$ cat src/rtl/fetch_unit.sv
// Non-pipelined instruction fetch: one instruction in flight, PC update from decoder pcsel after execute.
// Latency: 1 idle cycle after reset, >=1 fetch cycle (waits on imem_ack), >=1 exec cycle (waits on exec_done).
module fetch_unit #(
   parameter logic [31:0] RESET_PC  = 32'h0000_0000,
   parameter logic [31:0] NOP_INSTR = 32'h0000_0013
) (
   input  logic        clock,
   input  logic        nReset,
   output logic        imem_req,
   output logic [31:0] imem_addr,
   input  logic        imem_ack,
   input  logic [31:0] imem_rdata,
   output logic [31:0] instr,
   output logic [6:0]  opcode,
   output logic [2:0]  funct3,
   output logic [6:0]  funct7,
   output logic        instr_valid,
   output logic [31:0] pc,
   output logic [31:0] pc_plus4,
   input  logic [1:0]  pcsel,
   input  logic        br_taken,
   input  logic [31:0] jalr_target,
   input  logic        exec_done,
   output logic        misalign
);

   typedef enum logic [1:0] {IDLE, FETCH, EXEC, HALT} state_t;

   state_t      state, state_nx;
   logic        instr_ld, pc_ld, mis_set;
   logic [31:0] imm_b, imm_j, pc_nx;

   assign imm_b = {{19{instr[31]}}, instr[31], instr[7], instr[30:25], instr[11:8], 1'b0};
   assign imm_j = {{11{instr[31]}}, instr[31], instr[19:12], instr[20], instr[30:21], 1'b0};

   assign pc_plus4    = pc + 32'd4;
   assign imem_addr   = pc;
   assign imem_req    = (state == FETCH);
   assign instr_valid = (state == EXEC);
   assign opcode      = instr[6:0];
   assign funct3      = instr[14:12];
   assign funct7      = instr[31:25];

   always_comb begin
      pc_nx = pc_plus4;
      case (pcsel)
         2'b01:   pc_nx = {jalr_target[31:1], 1'b0};
         2'b10:   pc_nx = br_taken ? (pc + imm_b) : pc_plus4;
         2'b11:   pc_nx = pc + imm_j;
         default: pc_nx = pc_plus4;
      endcase
   end

   always_comb begin
      state_nx = state;
      instr_ld = 1'b0;
      pc_ld    = 1'b0;
      mis_set  = 1'b0;
      case (state)
         IDLE:  state_nx = FETCH;
         FETCH: begin
            if (imem_ack) begin
               instr_ld = 1'b1;
               state_nx = EXEC;
            end
         end
         EXEC: begin
            if (exec_done) begin
               // A misaligned target freezes the PC at the offending instruction.
               if (pc_nx[1:0] != 2'b00) begin
                  mis_set  = 1'b1;
                  state_nx = HALT;
               end else begin
                  pc_ld    = 1'b1;
                  state_nx = FETCH;
               end
            end
         end
         HALT:    state_nx = HALT;
         default: state_nx = IDLE;
      endcase
   end

   always_ff @(posedge clock or negedge nReset) begin
      if (!nReset) begin
         state    <= IDLE;
         pc       <= RESET_PC;
         instr    <= NOP_INSTR;
         misalign <= 1'b0;
      end else begin
         state <= state_nx;
         if (instr_ld) instr    <= imem_rdata;
         if (pc_ld)    pc       <= pc_nx;
         if (mis_set)  misalign <= 1'b1;
      end
   end

endmodule

$ cat config.mk
export PLATFORM = sky130hd
export DESIGN_NAME = fetch_unit
export DESIGN_NICKNAME = d
export VERILOG_FILES = /design/src/rtl/fetch_unit.sv
export SDC_FILE = /design/constraint.sdc
export NUM_CORES = 1
export LEC_CHECK = 0
export CORE_UTILIZATION = 53
export CTS_CLUSTER_DIAMETER = 30
export DETAILED_ROUTE_END_ITERATION = 12
export PLACE_DENSITY_LB_ADDON = 0.08
export SLEW_MARGIN = 0
export SYNTH_ARGS = -nofsm -noshare
export SYNTH_HDL_FRONTEND = slang
export SYNTH_SLANG_ARGS = --single-unit
$ cat constraint.sdc
create_clock -name clock -period 5.6 [get_ports clock]
set_input_delay 0.84 -clock clock [delete_from_list [all_inputs] [get_ports clock]]
set_output_delay 0.84 -clock clock [all_outputs]
set_load 0.02 [all_outputs]
Yosys cells after proc, flatten, opt, wreduce, memory -nomap -nowiden
Cells that the tools add are included.
{"block": "totals", "regBits": 67, "input_bits": 71, "output_inout_bits": 148, "word_cells": 32}
{"block": "classes", "addsub": 3, "eq_ne": 8, "muxes": 14, "n_reduce_logical": 3}
{"operator": "32-bit one-hot mux with 3 select lines", "count": 1}
{"operator": "32-bit adder", "count": 2}
{"operator": "32-bit by 3-bit adder with 32-bit output (second input constant)", "count": 1}
{"operator": "32-bit 2-to-1 mux", "count": 1}
{"operator": "2-bit == test (second input constant)", "count": 4}
{"operator": "1-bit 2-to-1 mux", "count": 8}
{"operator": "2-bit one-hot mux with 4 select lines", "count": 1}
{"operator": "2-bit 2-to-1 mux", "count": 3}
{"operator": "2-bit by 1-bit == test with 1-bit output (second input constant)", "count": 2}
{"operator": "2-bit by 1-bit != test with 1-bit output (second input constant)", "count": 2}
{"operator": "2-bit zero test", "count": 1}
{"operator": "2-bit AND reduction", "count": 1}
{"operator": "2-bit nonzero test", "count": 1}

Longest topological paths before layout
{"block": "depth", "ltp_word": 7, "ltp_mapped": 11, "mapped_depth_nobuf": 11}

Least setup slack after synthesis
No wires, ideal clock.
{"block": "synth_path", "path_kind": "register to register", "from": "register pc[2], in the netlist imem_addr[2]", "to": "register pc[15], in the netlist imem_addr[15]", "setup_time_ps": 125, "t_arrival_ps": 2965, "required_time_ps": 5475, "setup_slack_ps": 2510, "stages_incl_launch_ff": 11, "path_buffers": 0, "synth_period_minus_slack_ps": 3090, "path_cell_list": "dfrtp_1 > inv_1 > fa_1 > nand2b_1 > a21oi_2 > o211ai_1 > and4_1 > o31ai_1 > a21oi_1 > mux4_2 > mux2_2"}
{"block": "synth_between", "elab_chain_len": 3, "elab_cells_between_ends": 5, "cone_classes": "add/sub (3); mux (2)"}
{"item": "start: declaration", "line": "18", "text": "output logic [31:0] pc,"}
{"item": "start signal: assignment", "line": "93", "text": "if (pc_ld) pc <= pc_nx;"}
{"item": "32-bit by 3-bit adder with 32-bit output or 32-bit adder (tied branches)", "line": "36, 48"}
{"item": "32-bit 2-to-1 mux", "line": "48", "text": "2'b10: pc_nx = br_taken ? (pc + imm_b) : pc_plus4;"}
{"item": "32-bit one-hot mux with 3 select lines (*)", "line": "46", "text": "case (pcsel)"}
Every way passes the cells marked *; elsewhere a longest branch is shown, timed or not.
A chain may end at the register's enable or synchronous reset.

Worst setup path after layout
{"block": "layout_path", "from": "register pc[2], in the netlist imem_addr[2]", "to": "output port pc_plus4[24]"}
{"block": "layout_between", "elab_chain_len": 1}
{"item": "32-bit by 3-bit adder with 32-bit output", "line": "36", "text": "assign pc_plus4 = pc + 32'd4;"}
{"item": "end: declaration", "line": "19", "text": "output logic [31:0] pc_plus4,"}
Every way passes these cells.

==> flow_summary.yaml <==
status:
  outcome: "completed"
grt:
  grt_overflow_total: 0
  grt_pass1_wl_um: 42400
  grt_pass1_vias: 7911
  antenna_found_initial: 0
  grt_use_total_pct: 37.4
  grt_max_degree: 68
cts:
  path_clk_slew_ps: 60
  cts_tree: "yes"
  cts_root_buf: "clkbuf_16"
  htree_num_levels: 3
  cts.sinks: 67
  cts_hold_buf: 0
  post_cts_resized: 0
  clock_latency_ps: 360
  cts_buffers: 9
  post_cts_buffers: 0
  clk_path_buf_depth: 2
logic_synthesis:
  netlist_top_cells_count: "a21oi_1, nand2_1, o21ai_0"
  synth_edf_count: 0
  synth_area_sq_mm: 0.00765
  seq_area_frac_synth_pct: 22.0
  synthTopCellsByArea: "dfrtp_1, ha_1, a21oi_1"
  synth-main-ff-cell: "dfrtp_1"
  ys_seq_elements: 67
  yosysWarnings: 0
  synth_most_common_cell: "a21oi_1"
  postSynth.asyncResetShare_pct: 100
  netlist.area_leader.share_pct: 20.9
  synth_top_area_cell: "dfrtp_1"
  syn_avg_cell_area_sq_um: 7.88
  synthDistinctLibCells: 79
  syn_nets: 1088
  syn_inst: 971
timing:
  setup_ws_ps: 1110
  slew_violations: 0
  finClkSkew_ps: 14.6
  finalCritPeriodShare_pct: 80.1
  setup_viol: 0
  rsz0062_at_grt: "false"
  worst_slew_pin_slew_ps: 1120
  max_freq_mhz: 223
  whs_ps: 486
  hold_viol: 0
  finalCriticalPeriod_ps: 4490
  relSlewSlack_pct: 24.6
  final.setup.tns_ps: 0
worst_setup_path:
  startpoint_type: "flop"
  critical_path_buf_inv_count: 1
  r2r-end: "imem_addr[25]$_DFFE_PN0P_"
  rrSetupSlack_ps: 2080
  arrival_ps: 3650
  cp.required_ps: 4760
  reg2reg_from: "imem_addr[7]$_DFFE_PN0P_"
  end_kind: "output port"
  crit_fanout: 9
  crit_family: "simple AND/OR/NAND/NOR gates"
  r2r.worst_path.cells: 9
  crit_path_max_incr_delay_ps: 630
  path_cells: "ha_1, nand4_1, nor3_1, nand2_1, or3_1, xnor2_1, clkdlybuf4s50_1"
  crit_slowest_cell: "clkdlybuf4s50_1"
  path_class: "flop to output port"
power_and_ir_drop:
  p_per_area_mw_per_mm2: 735
  p_leak_nw: 4.02
  ir_drop_mv: 0.375
die:
  dieHeight_um: 122
  die_area_sq_mm: 0.0149
  initial_core_util_pct: 54.7
  num_rows: 43
  core_sq_mm: 0.0140
  die_w_um: 122
  io_pins: 219
detailed_routing:
  met2_length_um: 12900
  vias: 8401
  drtIter0Drc: 896
  vias_per_cell: 6.45
  drt_pre_antenna_iters: 9
  routed_wl_um: 28000
  dr_wl_met3_um: 2860
  routed.top_layer: "met4"
  m1WireLength_um: 11300
  postRouteAntennaNets: 0
  drcViolationCount: 0
  post_drt_wl_per_cell_um: 21.5
placement:
  io_buffers: 217
  place_ws_ps: 1600
  dp_hpwl_um: 20400
  placed_cell_area_sq_mm: 0.00961
  place.gp.congestion: 0.960
cells_and_area:
  syn_to_final_growth_pct: 29.4
  n_fill_cell: 1197
  finalNetCount: 1235
  n_antenna_cell: 0
  fin_area_sq_mm: 0.00990
  drive_above_1_share_pct: 8.19
min_path:
  hold_class: "flop to flop"
  hold_depth: 1
  holdPathEnd: "misalign$_DFFE_PN0P_"
  min-delay-start: "misalign$_DFFE_PN0P_"
flow_run:
  max-cap-violations: 0
cells by family after synthesis:
| family | synth area share [%] |
|---|---|
| AO/OA/AOI/OAI | 26.7 |
| XOR/XNOR | 5.84 |
| adder cells (fa/ha/maj) | 7.72 |
| buffers and inverters | 9.09 |
| flip-flops | 22.0 |
| multiplexers | 8.99 |
| AND/OR/NAND/NOR | 19.8 |
per-stage QoR:
stage | util (%) | std cells | power (mW)
after floorplan | - | 971 | 4.84
after global placement | 68.7 | 1287 | 6.48
after detailed placement | 68.7 | 1287 | 6.54
after CTS | 70.8 | 1303 | 7.17
after global routing | 70.8 | 1303 | 7.74
final | 70.8 | 1303 | 7.28
final cells by class:
type                            instances  area, sq um  share of cell area, %
Timing Repair Buffer                  232         2280                   23.0
Tap cell                              180          225                   2.27
Clock buffer                           10          229                   2.31
Inverter                               35          131                   1.33
Clock inverter                          6         67.6                  0.682
Sequential cell                        67         1680                   17.0
Multi-Input combinational cell        773         5290                   53.4
per-layer routing:
| metal | global-route usage [%] | up-vias |
|---|---|---|
| li1 | - | 3857 |
| met1 | 47.0 | 3949 |
| met2 | 60.9 | 519 |
| met3 | 8.80 | 76 |
| met4 | 16.1 | 0 |
| met5 | 0 | - |
flip-flops by register name, indices dropped and copies added (netlist names):
name / flops
imem_addr: 32
misalign: 1
instr: 32
state: 2
worst max path at each step:
stage,start,to,cells after the start,slack [ps]
finish,imem_addr[2]$_DFFE_PN0P_,pc_plus4[24],7,1110
global route,imem_addr[2]$_DFFE_PN0P_,pc_plus4[24],7,1010
CTS,imem_addr[2]$_DFFE_PN0P_,pc_plus4[30],6,1210
detailed placement,imem_addr[2]$_DFFE_PN0P_,pc_plus4[30],6,1600
global placement,imem_addr[2]$_DFFE_PN0P_,pc_plus4[24],7,1680
floorplan,imem_addr[2]$_DFFE_PN0P_,imem_addr[15]$_DFFE_PN0P_,10,2510
placed cells by master, fill, tap and decap left out, types with 6 or more instances in the layout:
master	n
o211ai_1	8
xor2_1	24
nand2b_1	11
mux2i_1	20
a21o_1	18
or3_1	7
or2_2	9
buf_4	16
a21oi_1	81
o21ai_0	74
nand3_1	32
o21a_1	10
a31oi_1	11
nand2_1	74
clkdlybuf4s50_1	216
a211oi_1	21
and2_1	9
and3_1	11
ha_1	44
nor2_1	68
dfrtp_1	64
o22ai_1	13
and4_1	6
nor2b_1	11
nand4_1	14
inv_1	34
o31ai_1	7
nor3_1	30
xnor2_1	27
mux2_2	34
clkbuf_16	9
where the power goes:
part / internal (mW) / total (mW) / leakage (nW) / switching, mW
Combinational: 2.38 / 5.53 / 3.08 / 3.15
Sequential: 0.717 / 1.15 / 0.799 / 0.431
Clock: 0.347 / 0.605 / 0.139 / 0.259
Note: power is estimated with default switching activity, not from simulation.
